`src/rtl/ro_pair_counter.sv`:
```
`timescale 1ns/1ps
`default_nettype none
// ============================================================================
//  Module   : ro_pair_counter
//  Brief    : Enables two challenge-selected ring oscillators, counts their
//             rising edges over a fixed window and compares the counts.
//  Revision : 1.0 - initial release
// ============================================================================
module ro_pair_counter #(
  parameter int N_RO       = 4,
  parameter int SEL_W      = 2,
  parameter int CNT_W      = 16,
  parameter int WIN_CYCLES = 1024
) (
  input  logic                 clk,
  input  logic                 rst,
  input  logic                 start,
  input  logic [2*SEL_W-1:0]   challenge,
  input  logic [N_RO-1:0]      ro_out,
  output logic [N_RO-1:0]      ro_en,
  output logic                 busy,
  output logic                 done,
  output logic                 response,
  output logic                 tie,
  output logic [CNT_W-1:0]     count_a,
  output logic [CNT_W-1:0]     count_b
);

  localparam int RO_PAD = 1 << SEL_W;
  localparam int WIN_W  = $clog2(WIN_CYCLES + 1);
  localparam int TMR_W  = (WIN_W < 2) ? 2 : WIN_W;
  localparam logic [TMR_W-1:0] C_SETTLE_LAST = TMR_W'(2);
  localparam logic [TMR_W-1:0] C_WIN_LAST    = TMR_W'(WIN_CYCLES - 1);
  localparam logic [CNT_W-1:0] C_CNT_MAX     = {CNT_W{1'b1}};

  typedef enum logic [1:0] {
    S_IDLE    = 2'd0,
    S_SETTLE  = 2'd1,
    S_MEASURE = 2'd2,
    S_RESULT  = 2'd3
  } state_t;

  state_t             r_state;
  state_t             w_state_nxt;
  logic [N_RO-1:0]    r_sync1, r_sync2, r_prev;
  logic [N_RO-1:0]    w_edge;
  logic [RO_PAD-1:0]  w_edge_pad;
  logic [SEL_W-1:0]   r_idx_a, r_idx_b;
  logic [TMR_W-1:0]   r_tmr;
  logic [CNT_W-1:0]   r_cnt_a, r_cnt_b;
  logic [CNT_W-1:0]   w_cnt_a_nxt, w_cnt_b_nxt;
  logic               w_active;
  logic               w_busy;
  logic               w_done;

  // Free-running conditioning: two sync flops plus a history flop per oscillator.
  always_ff @(posedge clk) begin
    if (rst) begin
      r_sync1 <= '0;
      r_sync2 <= '0;
      r_prev  <= '0;
    end else begin
      r_sync1 <= ro_out;
      r_sync2 <= r_sync1;
      r_prev  <= r_sync2;
    end
  end

  assign w_edge = r_sync2 & ~r_prev;

  // Indices beyond N_RO land on constant-zero pad bits and never count.
  for (genvar i = 0; i < RO_PAD; i++) begin : g_edge_pad
    if (i < N_RO) begin : g_live
      assign w_edge_pad[i] = w_edge[i];
    end else begin : g_dead
      assign w_edge_pad[i] = 1'b0;
    end
  end

  for (genvar i = 0; i < N_RO; i++) begin : g_ro_en
    assign ro_en[i] = w_active &&
                      ((r_idx_a == SEL_W'(i)) || (r_idx_b == SEL_W'(i)));
  end

  assign w_cnt_a_nxt = (w_edge_pad[r_idx_a] && (r_cnt_a != C_CNT_MAX))
                       ? r_cnt_a + CNT_W'(1) : r_cnt_a;
  assign w_cnt_b_nxt = (w_edge_pad[r_idx_b] && (r_cnt_b != C_CNT_MAX))
                       ? r_cnt_b + CNT_W'(1) : r_cnt_b;

  always_ff @(posedge clk) begin
    if (rst) begin
      r_state <= S_IDLE;
    end else begin
      r_state <= w_state_nxt;
    end
  end

  always_comb begin
    w_state_nxt = r_state;
    w_active    = 1'b0;
    w_busy      = 1'b1;
    w_done      = 1'b0;
    case (r_state)
      S_IDLE: begin
        w_busy = 1'b0;
        if (start) w_state_nxt = S_SETTLE;
      end
      S_SETTLE: begin
        w_active = 1'b1;
        if (r_tmr == C_SETTLE_LAST) w_state_nxt = S_MEASURE;
      end
      S_MEASURE: begin
        w_active = 1'b1;
        if (r_tmr == C_WIN_LAST) w_state_nxt = S_RESULT;
      end
      S_RESULT: begin
        w_done      = 1'b1;
        w_state_nxt = S_IDLE;
      end
      default: w_state_nxt = S_IDLE;
    endcase
  end

  assign busy = w_busy;
  assign done = w_done;

  // Results are loaded on the last MEASURE edge so they are already valid while done is high.
  always_ff @(posedge clk) begin
    if (rst) begin
      r_idx_a  <= '0;
      r_idx_b  <= '0;
      r_tmr    <= '0;
      r_cnt_a  <= '0;
      r_cnt_b  <= '0;
      count_a  <= '0;
      count_b  <= '0;
      response <= 1'b0;
      tie      <= 1'b0;
    end else begin
      case (r_state)
        S_IDLE: begin
          if (start) begin
            r_idx_a <= challenge[SEL_W-1:0];
            r_idx_b <= challenge[2*SEL_W-1:SEL_W];
            r_cnt_a <= '0;
            r_cnt_b <= '0;
            r_tmr   <= '0;
          end
        end
        S_SETTLE: begin
          r_tmr <= (r_tmr == C_SETTLE_LAST) ? '0 : r_tmr + TMR_W'(1);
        end
        S_MEASURE: begin
          r_tmr   <= r_tmr + TMR_W'(1);
          r_cnt_a <= w_cnt_a_nxt;
          r_cnt_b <= w_cnt_b_nxt;
          if (r_tmr == C_WIN_LAST) begin
            count_a  <= w_cnt_a_nxt;
            count_b  <= w_cnt_b_nxt;
            response <= (w_cnt_a_nxt > w_cnt_b_nxt);
            tie      <= (w_cnt_a_nxt == w_cnt_b_nxt);
          end
        end
        default: begin
        end
      endcase
    end
  end

endmodule
`default_nettype wire

```
`config.mk`:
```
export PLATFORM = sky130hd
export DESIGN_NAME = ro_pair_counter
export DESIGN_NICKNAME = d
export VERILOG_FILES = /design/src/rtl/ro_pair_counter.sv
export SDC_FILE = /design/constraint.sdc
export NUM_CORES = 1
export LEC_CHECK = 0
export ABC_AREA = 1
export ABC_CLOCK_PERIOD_IN_PS = 3700
export BUFFER_PORTS_ARGS = -buffer_cell sky130_fd_sc_hd__buf_2
export CORE_MARGIN = 1
export CORE_UTILIZATION = 50
export CTS_CLUSTER_DIAMETER = 120
export DETAILED_ROUTE_END_ITERATION = 12
export MAX_ROUTING_LAYER = met4
export PLACE_DENSITY = 0.7
export SLEW_MARGIN = 10
export SYNTH_ARGS = -nofsm -noshare
export SYNTH_HDL_FRONTEND = slang
export SYNTH_SLANG_ARGS = --single-unit
```
`constraint.sdc`:
```
create_clock -name clk -period 3.7 [get_ports clk]
set_clock_uncertainty 0.05 [all_clocks]
set_input_delay 0.185 -clock clk [delete_from_list [all_inputs] [get_ports clk]]
set_output_delay 0.185 -clock clk [all_outputs]
set_load 0.02 [all_outputs]
```
## After elaboration in Yosys (flattened, before gate mapping)

Index checks and enable logic that the tools add are counted.
W data, S select, Z words.

- Add/sub/neg operators: 3
- Magnitude comparators: 3
- Equality and inequality tests: 17
- Mux-type cells: 19
- Bitwise logic cells: 2
- Reduce and logical (&&, ||, !) cells: 21

Operators by type and width:

| cell | number |
|---|---|
| $pmux W16 S2 | 2 |
| $mux W16 | 3 |
| $pmux W11 S3 | 1 |
| $add A16 B1 Y16 const B | 2 |
| $ne A16 B16 Y1 const B | 2 |
| $mux W11 | 2 |
| $eq A16 B16 Y1 | 1 |
| $gt A16 B16 Y1 | 1 |
| $eq A2 B2 Y1 const B | 6 |
| $add A11 B1 Y11 const B | 1 |
| $eq A11 B10 Y1 const B | 1 |
| $eq A11 B2 Y1 const B | 1 |
| $pmux W2 S4 | 1 |
| $reduce_and A2 Y1 | 4 |
| $eq A2 B1 Y1 const B | 3 |
| $logic_and A1 B1 Y1 | 6 |
| $logic_not A2 Y1 | 3 |
| $lt A2 B3 Y1 const B | 2 |
| $mux W2 | 3 |
| $ne A2 B2 Y1 const B | 3 |
| $mux W1 | 5 |
| $and A4 B4 Y4 | 1 |
| $bmux W1 S2 | 2 |
| $logic_or A1 B1 Y1 | 4 |
| 5 further kinds | 5 |

- Register bits: 95
- Input bits: 11
- Word-level logic and storage cells: 78

## Logic depth before layout (Yosys ltp)

Gate-level depths: netlist of the first run.

- Word-level depth: 7
- Mapped depth: 24
- Gate-level depth less buffers: 24

## Worst setup path after synthesis of the first run

No wires, ideal clock.

- Path kind: flip-flop to flip-flop
- From: register r_cnt_a[0]
- To: register response
- Setup time: 131 ps
- Arrival: 2732 ps
- Setup slack: 788 ps
- Stages on the path, launching flop included: 23
- Path buffers: 0
- Period minus slack after synthesis: 2912 ps
- Cells stage by stage: dfxtp_1 ha_1 nand3_1 nor2_1 nand2_2 nand2_8 inv_8 nand2_4 nor3_4 nand4_1 nand2_1 inv_2 ha_1 nand4_1 inv_1 nand4_1 or2_2 inv_1 nand4_1 o21ai_0 inv_1 nand2_1 a21oi_2

- Cells in the longest elaborated chain, start to end: 4
- Elaborated cells on any way between the ends: 5
- Those cells by class: add/sub (1); order compare (1); eq/ne (1); mux (1); reduce/logical (1)

RTL lines:

| item | line | text |
|---|---|---|
| start, declared | 50 | `logic [CNT_W-1:0] r_cnt_a, r_cnt_b;` |
| start signal, assigned | 155 | `r_cnt_a <= w_cnt_a_nxt;` |
| parallel branches: the longest is 2 deep, another holds $add A16 B1 Y16 | n/a |  |
| $mux W16 * | 86 | `? r_cnt_a + CNT_W'(1) : r_cnt_a;` |
| net w_cnt_a_nxt[13] | 51 | `logic [CNT_W-1:0] w_cnt_a_nxt, w_cnt_b_nxt;` |
| $gt A16 B16 Y1 * | 160 | `response <= (w_cnt_a_nxt > w_cnt_b_nxt);` |
| end signal, assigned | 160 |  |
| end, declared | 23 | `output logic response,` |

Mark *: on every way through the listed nets, which the timed path passes.
A chain may end at the register's enable or synchronous reset.

## Worst setup path after layout of the first run

- From: register r_cnt_a[1]
- To: register response

The elaborated chain is that of the path after synthesis.

==> results of run 1 <==
==> registers in the layout, indices dropped and copies added (netlist names), 4 cells and up <==
name	count
r_cnt_a	16
r_cnt_b	16
r_tmr	11
count_b	16
r_sync1	4
r_prev	4
r_sync2	4
count_a	16
==> power by group through the flow <==
| stage | registers (mW) | clock network, mW | logic [mW] |
|---|---|---|---|
| final | 1.10 | 0.699 | 0.898 |
| after global routing | 1.10 | 0.747 | 1.00 |
| after CTS | 1.10 | 0.707 | 0.895 |
| after detailed placement | 1.12 | 0 | 0.887 |
| after global placement | 1.12 | 0 | 0.872 |
| after floorplan | 1.11 | 0 | 0.667 |
==> worst min-delay path by stage <==
stage,end,cells after the start
6_report,r_idx_a[0],3
5_1_grt,r_idx_a[0],3
4_1_cts,r_idx_a[0],3
3_5_place_dp,r_sync2[0],2
3_3_place_gp,r_sync2[2],2
2_1_floorplan,r_sync1[0],2
==> synthesized netlist by cell type (2+ instances only) <==
library cell	count
nor2_2	4
o21ai_1	7
nor3_2	2
nand2_1	166
inv_1	95
a21oi_2	2
nand2_2	8
nand3_1	20
o211ai_1	7
clkbuf_1	13
o21a_1	2
nor3b_1	2
nor3_1	10
nor2_1	64
nand4_1	14
nor4_1	3
nand2_4	3
xnor2_1	5
dfxtp_1	95
ha_1	23
a21oi_1	70
or2_2	3
o21ai_0	39
buf_1	2
nand3b_1	3
buf_2	5
xor2_1	21
inv_2	12
==> cell families after synthesis <==
group	Yosys count	share of synthesized area, %
compound gates	130	13.7
xor+xnor	27	4.84
fa+ha+maj	23	5.70
buf+inv	131	10.3
flops	95	37.7
simple gates	310	27.8
==> through the flow <==
stage	util [%]	std cells	setup WS [ns]	power, mW	cell area [sq um]
after floorplan	-	716	0.788	1.78	5050
after global placement	55.3	882	0.491	1.99	5410
after detailed placement	55.3	882	0.449	2.01	5410
after CTS	57.8	902	0.441	2.70	5650
after global routing	57.8	902	0.118	2.86	5650
final	57.8	902	0.463	2.69	5650
==> area by class of cell <==
type | instances | area (sq um) | area share (%)
sequential | 95 | 1900 | 33.6
inverter | 109 | 417 | 7.37
timing repair buffer | 59 | 328 | 5.80
clock buffer | 13 | 179 | 3.17
tap | 133 | 166 | 2.94
multi-input combinational | 490 | 2640 | 46.6
clock inverter | 3 | 25.0 | 0.443
==> metal layers <==
layer,share of wire [%],global-route usage (%),vias to the layer above
met5,0,-,-
li1,-,-,2374
met1,45,32.2,2132
met2,48,42.5,109
met4,2.3,10.5,0
met3,4.9,3.42,20
==> worst max-delay path: stages (launching register included) <==
cell and delay, ns:
dfxtp_1 0.36, ha_1 0.23, nand3_1 0.17, nor2_1 0.08
nand2_2 0.13, nand2_8 0.11, nor2_4 0.15, nand2_2 0.07
nor2_1 0.13, xor2_1 0.27, inv_2 0.11, ha_1 0.28
nand2_1 0.05, inv_1 0.05, nand4_1 0.11, or2_2 0.29
inv_1 0.07, nand4_1 0.06, o21ai_0 0.14, inv_1 0.07
nand2_1 0.08, a21oi_2 0.05
==> impl_results.md, run 1 <==
- Status: finished, final reports clean
- R2R setup slack: 0.46 ns
- Final setup viols: 0
- Hold_ws: 0.0621 ns
- Initial antenna violation count: 0
- Die H: 102 um
- # fillers: around 960
- DRT iter0 DRCs: 170
- Area of the core: 9770 sq um
- Register share of total power: 40.7%
- Crit path from: r_cnt_a[1]
- CTS root buffer: clkbuf_8
- Period Utilization, post-route: 87.5%
- Cells on worst reg2reg path: 21
- Most used DFF post-synth: dfxtp_1
- Initial Util: 51.6%
- Area fraction of the dominant cell type after synthesis: ~38%
- Final Critical Period: between 3 and 4 ns
- H-tree levels: 3
- Total number of vias: 4635
- Psw: 1.04 mW
- Fmax: 0.309 GHz
- Crit Path Class: register to register
- MaxCap Viol Count: 0
- Final Max Slew Viols: 0
- Synth area leaders: dfxtp_1 38%, nand2_1 12%, inv_1 7.1%
- WP data required: 3.90 ns
- Pwr/cell area: 477 nW/um^2
- First-pass GRT wire length: 20400 um
- TritonCTS Buffers: 9
- Async set-or-reset flop fraction in the synthesized netlist: 0%
- Post-cts resize count: 0
- Commonest non-fill, non-tap cell in the layout: nand2_1
- Syn Area/Cell: ~7.0 sq um
- Vias in the first global route: 4343
- All-Layer GR Usage: 25.9%
- CTS Sinks: 95
- CTS clock-pin slew for the worst setup and hold paths: 0.09 ns
- Std-Cell Rows: 36
- Worst Setup End Kind: register
- Post-DP HPWL: 8930 um
- Clock Path Buffers: 2
- Final ANT Viol Nets: 0
- Min-Delay Path Class: primary input to register
- CP Launch Type: register
- CTS tree: done
- Last element of the critical path: response
- Vias/cell: between 5 and 6
- Post-Route Setup TNS: 0 ns
- Post-CTS Setup Bufs: 0
- GP Congestion: just over 0.9
- Register area share after synthesis: 37.7%
- Pin count of the biggest net entering global routing: 58
- Reg2reg start: r_cnt_a[1]
- Worst Tran Pin Value: 1.05 ns
- Die area: 10500 sq um
- Leakage: 2.57 nW
- Synthesized instance count: 716
- P_int: 1.65 mW
- N_diodes: 0
- Slew Limit Headroom: 29.7%
- First drt pass iteration count: 5
- Hold_buf cts: 4
- Crit Path Max Fanout: 10
- Syn_nets: 750
- Most frequent cells in the layout: 166 x nand2_1, 95 x inv_1, 95 x dfxtp_1
- Post-synth cell types: 44
- Hold Vio Cnt, Final: 0
- WL per Instance: between 10 and 15 um
- Arr. time, crit path: 3.43 ns
- Gr ovfl total: 0
- Synth Cell Area: 5050 sq um
- HP Start: challenge[0]
- Power share of the clock group: between 20% and 30%
- Worst flop-to-flop path endpoint: response
- Logic pwr share: 33.3%
- Cell taking the most area after synthesis: dfxtp_1
- Fin nets: about 800
- VDD IR max: 227 uV
- Number of synthesized flops with an enable pin: 0
- Final wirelength: 12300 um
- Share of layout cells above drive strength 1: 14.8%
- IO Port Bufs: 50
- Synth Warn #: 0
- RSZ-0062 raised after global routing: false
- Area Overhead vs Synth: 12.0%
- Synthesized flop and latch total: 95
- Die width: slightly above 100 um
- DRC violations left: 0
- IO Count: 51
- Clk Latency, worst-skew pair: approximately 0.37 ns
- Sw Share: 38.7%
(Power assumes the default switching activity.)
==> run 2, diff against run 1 <==
--- a/config.mk
+++ b/config.mk
@@ -5,15 +5,14 @@
 export SDC_FILE = /design/constraint.sdc
 export NUM_CORES = 1
 export LEC_CHECK = 0
-export ABC_AREA = 1
 export ABC_CLOCK_PERIOD_IN_PS = 3700
-export BUFFER_PORTS_ARGS = -buffer_cell sky130_fd_sc_hd__buf_2
 export CORE_MARGIN = 1
 export CORE_UTILIZATION = 50
 export CTS_CLUSTER_DIAMETER = 120
 export DETAILED_ROUTE_END_ITERATION = 12
+export DONT_BUFFER_PORTS = 1
 export MAX_ROUTING_LAYER = met4
-export PLACE_DENSITY = 0.7
+export PLACE_DENSITY = 0.66
 export SLEW_MARGIN = 10
 export SYNTH_ARGS = -nofsm -noshare
 export SYNTH_HDL_FRONTEND = slang
==> impl_results.md, run 2 <==
- Crit Path Max Fanout: 7
- Most frequent cell after synthesis: dfxtp_1
- Status: finished, final reports clean
- Crit Path Class: register to register
- Post-synth cell types: between 60 and 70
- HP Start: rst
- N_diodes: 0
- Final setup viols: 0
- MaxCap Viol Count: 0
- Hold Vio Cnt, Final: 0
- Post-Synth XOR/XNOR Area: 7.06%
- Synth Area in Compound Gates: 18.5%
- Clk Latency, worst-skew pair: roughly 0.36 ns
- Initial Util: 52.6%
- DRT iter0 DRCs: 195
- Most used cell, CP: a21o_1
- IO Count: 51
- WL per Instance: around 16 um
- IO Port Bufs: 0
- Post-Route Setup TNS: 0 ns
- RSZ-0062 raised after global routing: false
- WP data required: slightly below 4 ns
- Final ANT Viol Nets: 0
- Gr ovfl total: 0
- Leakage: 2.02 nW
- GP Congestion: 0.804
- Post-CTS Setup Bufs: 0
- Final instance area: 5360 sq um
- Crit path cell chain: mux4_2 > a2111oi_4 > and3_2 > xor2_1 > ha_1 > a21o_1 > a21o_1 > a21oi_1 > o211ai_1 > nor2_1 > o21ai_1 > a32o_1
- Most used DFF post-synth: dfxtp_1
- Footprint of the multi-input gates: 2820 sq um
- Vias in the first global route: approximately 3700
- Total number of vias: 3949
- CTS root buffer: clkbuf_8
- Area fraction of the dominant cell type after synthesis: 38.6%
- First drt pass iteration count: 4
- Synth Warn #: 0
- Largest family of logic cells by synthesized area: simple AND/OR/NAND/NOR gates
- Std-Cell Rows: 35
- Die H: 101 um
- Post-DP HPWL: 7640 um
- Final Critical Period: 3.46 ns
- Adder-cell area share of the yosys netlist: 6.04%
- Fin nets: 602
- Arr. time, crit path: between 3 and 4 ns
- # fillers: 898
- H-tree levels: 3
- DRC violations left: 0
- Post-synthesis mux area share: 1.75%
- Cells on worst reg2reg path: 12
- Die width: 101 um
- Syn_nets: 602
- Post-DP Area: 4980 sq um
- Number of synthesized flops with an enable pin: 0
- Initial antenna violation count: 0
- Die area: 10300 sq um
- CTS tree: done
- Async set-or-reset flop fraction in the synthesized netlist: 0%
- Period Utilization, post-route: 93.4%
- Min-Delay Path Class: primary input to register
- Worst flop-to-flop path endpoint: response
- Simple-gate share of the synthesized area: 23.7%
- Top cells by count, synth: 95 x dfxtp_1, 78 x nor2_1, 39 x nand2_1
- Worst Hold End: count_a[15]
- CP max stage delay: ~0.64 ns
- CTS clock-pin slew for the worst setup and hold paths: 0.10 ns
- Most frequent cells in the layout: 95 x dfxtp_1, 78 x nor2_1, 39 x nand2_1
- CP Launch Type: register
- Pin count of the biggest net entering global routing: 69
- VDD IR max: 513 uV
- Synth area leaders: dfxtp_1 39%, nor2_1 5.9%, ha_1 5.8%
- Syn Area/Cell: slightly below 9 sq um
- Pwr/cell area: 446 nW/um^2
- Worst Tran Pin Value: about 0.9 ns
- Commonest non-fill, non-tap cell in the layout: dfxtp_1
- Area Overhead vs Synth: 8.86%
- Reg2reg start: r_idx_a[1]
- First-pass GRT wire length: 18400 um
- Slew Limit Headroom: 39.9%
- Clock Path Buffers: 2
- TritonCTS Buffers: 9
- Vias/cell: 5.63
- Hold depth: 2
- Final wirelength: 10900 um
- Storage cell area: 1900 sq um
- Slowest-stage cell, CP: mux4_2
- Crit path from: r_idx_a[1]
- Synthesized instance count: 568
- Worst Setup End Kind: register
- Area of the core: around 9400 sq um
- R2R setup slack: between 0.2 and 0.25 ns
- Final Max Slew Viols: 0
- CTS Sinks: 95
- Synth Cell Area: 4930 sq um
- Register area share after synthesis: between 30% and 40%
- Share of layout cells above drive strength 1: 8.73%
- Fmax: 0.289 GHz
- Cell taking the most area after synthesis: dfxtp_1
- Synthesized flop and latch total: 95
- All-Layer GR Usage: roughly a quarter
==> run 2: changes by cell type after synthesis, moves of 13 or more <==
cell and change:
nand2_1 -127, nor2_1 +14, a21oi_1 -36, a211oi_1 +16
inv_1 -81, xnor2_1 +13, nor2b_1 +13
==> run 2: cell families (layout without fill, tap and decap cells) <==
family,Yosys count,in the layout
compound gates,136,136
xor+xnor,38,38
fa+ha+maj,24,24
buf+inv,44,49
flops,95,95
mux,6,6
simple gates,225,225
==> run 2: worst max-delay path by stage <==
stage               slack (ns)       end  cells past startpoint
floorplan                 0.51  response                     14
global placement          0.28  response                     13
detailed placement        0.16  response                     13
CTS                       0.13  response                     13
global route             0.009  response                     12
finish                    0.24  response                     12
==> run 2: power by group <==
group          leakage [nW]  internal [mW]  total, mW  switching (mW)
sequential            0.768           1.05       1.08          0.0281
combinational          1.13          0.168      0.522           0.354
clock                 0.121          0.424      0.795           0.371
total                  2.02           1.64       2.39           0.753
==> run 2: worst max-delay path, delay by kind of cell, from the launching register on <==
| kind | cells | cell delay, ns |
|---|---|---|
| flops | 1 | 0.43 |
| simple gates | 2 | 0.43 |
| fa+ha+maj | 1 | 0.28 |
| mux | 1 | 0.64 |
| xor+xnor | 1 | 0.22 |
| compound gates | 7 | 1.31 |
==> run 2: what timing repair did <==
action / 4_1_cts / 5_1_grt
hold buffers: 12 / 0
endpoints found under the setup margin: 0 / 1
resized for setup: 0 / 2
endpoints found under the hold margin: 68 / 0
==> run 2: layout make-up <==
cell class                 instances  area share [%]
clock buffer                      11            2.82
clock inverter                     5            1.61
inverter                          14           0.980
multi-input combinational        429            52.6
sequential                        95            35.5
tap                              129            3.01
timing repair buffer              19            3.55
==> run 2: stage by stage <==
stage                     std cells  util, %  worst slack (ns)  hold WS, ns  power, mW
after floorplan                 568        -             0.513        0.263       1.48
after detailed placement        674     53.2             0.157        0.212       1.58
after global routing            702     57.2           0.00863       0.0146       2.52
final                           702     57.2             0.243       0.0285       2.39
after CTS                       702     57.2             0.133      0.00509       2.41
after global placement          674     53.2             0.283        0.212       1.56
==> run 2: layer usage <==
metal	GRT usage (%)	up-vias	wire [um]
met5	-	-	0
met4	6.69	0	168
met3	5.04	16	536
met2	37.6	95	5060
met1	30.5	1830	5170
li1	-	2008	-
==> run 3, diff against run 2 <==
--- a/config.mk
+++ b/config.mk
@@ -5,6 +5,7 @@
 export SDC_FILE = /design/constraint.sdc
 export NUM_CORES = 1
 export LEC_CHECK = 0
+export ABC_AREA = 1
 export ABC_CLOCK_PERIOD_IN_PS = 3700
 export CORE_MARGIN = 1
 export CORE_UTILIZATION = 50
==> impl_results.md, run 3 (synthesis results as in run 1) <==
- CTS tree: done
- WP data required: 3.92 ns
- DRT iter0 DRCs: 171
- Final instance area: about 5500 sq um
- Final wirelength: 12000 um
- Status: finished, final reports clean
- Arr. time, crit path: approximately 3.4 ns
- IO Port Bufs: 0
- Most used cell, CP: nand2_1
- Cells on worst reg2reg path: 20
- Final worst setup slack: 0.526 ns
- Top cell family by delay on the critical path: simple AND/OR/NAND/NOR gates
- Min-Delay Path Class: primary input to register
- Slew Limit Headroom: 30.7%
- Crit Path Class: register to register
- CTS root buffer: clkbuf_8
- CP Launch Type: register
- First-pass GRT wire length: 19700 um
- Final ANT Viol Nets: 0
- R2R setup slack: 0.53 ns
- Die H: ~100 um
- Post-DP HPWL: 8610 um
- DRC violations left: 0
- Die area: 10500 sq um
- Hold Vio Cnt, Final: 0
- Total number of vias: 4390
- All-Layer GR Usage: 25.5%
- Crit path cell chain: ha_1 > nand2_1 > nor2_1 > nand2_1 > nand2_2 > inv_2 > nand3_1 > o31ai_1 > nand2_1 > ha_1 > nand4_1 > inv_1 > nand4_1 > or2_2 > inv_1 > nand4_1 > o21ai_0 > inv_1 > nand2_1 > a21oi_2
- Period Utilization, post-route: 85.8%
- TritonCTS Buffers: 9
- Post-layout util: 55.8%
- Worst Hold End: r_idx_a[1]
- Initial Util: 51.6%
- CTS clock-pin slew for the worst setup and hold paths: 0.09 ns
- Leakage: 2.32 nW
- Worst Setup End Kind: register
- Pwr/cell area: 494 nW/um^2
- Register share of total power: between 40% and 50%
- Clk Latency, worst-skew pair: between 0.3 and 0.4 ns
- Worst flop-to-flop path endpoint: response
- P_int: 1.66 mW
- Slowest-stage cell, CP: dfxtp_1
- First drt pass iteration count: 5
- Pin count of the biggest net entering global routing: 58
- Fin nets: between 700 and 800
- Logic pwr share: 32.3%
- MaxCap Viol Count: 0
- HP Start: challenge[1]
- Power share of the clock group: between 20 and 30%
- Vias/cell: 5.14
- Pre-CTS setup slack: 0.539 ns
- WL per Instance: 14.1 um
- Final setup viols: 0
- Post-DP Area: 5150 sq um
- Hold depth: 2
- Area of the core: between 9000 and 10000 sq um
- Placed cells: 831
- Commonest non-fill, non-tap cell in the layout: nand2_1
- Post-CTS Setup Bufs: 0
- Reg2reg start: r_cnt_b[1]
- Final Critical Period: 3.17 ns
- Die width: 102 um
- Share of layout cells above drive strength 1: 8.74%
- Post-Route Setup TNS: 0 ns
- Vias in the first global route: roughly 4000
- GP Congestion: about 0.95
- Fmax: 0.315 GHz
- CP max stage delay: 0.37 ns
- CTS Sinks: 95
- Clock Path Buffers: 2
- Initial antenna violation count: 0
- RSZ-0062 raised after global routing: false
- Std-Cell Rows: 36
- Final Max Slew Viols: 0
- N_diodes: 0
- Fin cells: about 850
- Sw Share: about two fifths
- IO Count: 51
- H-tree levels: 3
- Crit Path Max Fanout: 9
- Area Overhead vs Synth: 8.11%
- Psw: 1.03 mW
- Most frequent cells in the layout: 166 x nand2_1, 95 x inv_1, 95 x dfxtp_1
- VDD IR max: 266 uV
- Gr ovfl total: 0
- Buffers and inverters on the worst path: 4
- Worst Tran Pin Value: a little over 1 ns
[run 3: power groups by stage]
stage | Combinational (mW) | Clock, mW | Sequential, mW
floorplan | 0.667 | 0 | 1.11
global placement | 0.844 | 0 | 1.12
detailed placement | 0.850 | 0 | 1.12
CTS | 0.875 | 0.737 | 1.10
global route | 0.982 | 0.780 | 1.10
finish | 0.872 | 0.727 | 1.10
[run 3: cell type report]
class                           instances  area [sq um]
Fill cell                             967          4320
Multi-Input combinational cell        490          2640
Sequential cell                        95          1900
Inverter                              109           417
Tap cell                              133           166
Clock buffer                           11           151
Timing Repair Buffer                   12           128
Clock inverter                          4          55.1
[run 3: timing repair]
item                      in CTS  in global routing
gates resized for setup        0                  0
hold endpoints to repair      60                  0
hold buffers                   8                  0
[run 3: metal layers]
layer	part of all wire, %	GRT usage [%]	up-vias
li1	-	-	2283
met5	0	-	-
met1	47	32.4	1998
met2	47	39.7	84
met3	3.8	4.24	25
met4	2.6	11.1	0
[run 3: worst max-delay path by stage]
stage               start  endpoint  cells past startpoint
3_3_place_gp   r_cnt_a[0]  response                     21
6_report       r_cnt_b[1]  response                     20
4_1_cts        r_cnt_a[0]  response                     21
5_1_grt        r_cnt_a[1]  response                     21
2_1_floorplan  r_cnt_a[0]  response                     22
3_5_place_dp   r_cnt_a[0]  response                     21
[run 3: through the flow]
step | hold slack (ns) | power (mW)
final | 0.0175 | 2.69
after global routing | 0.0520 | 2.87
after CTS | 0.0304 | 2.71
after detailed placement | 0.209 | 1.97
after global placement | 0.209 | 1.96
after floorplan | 0.242 | 1.78
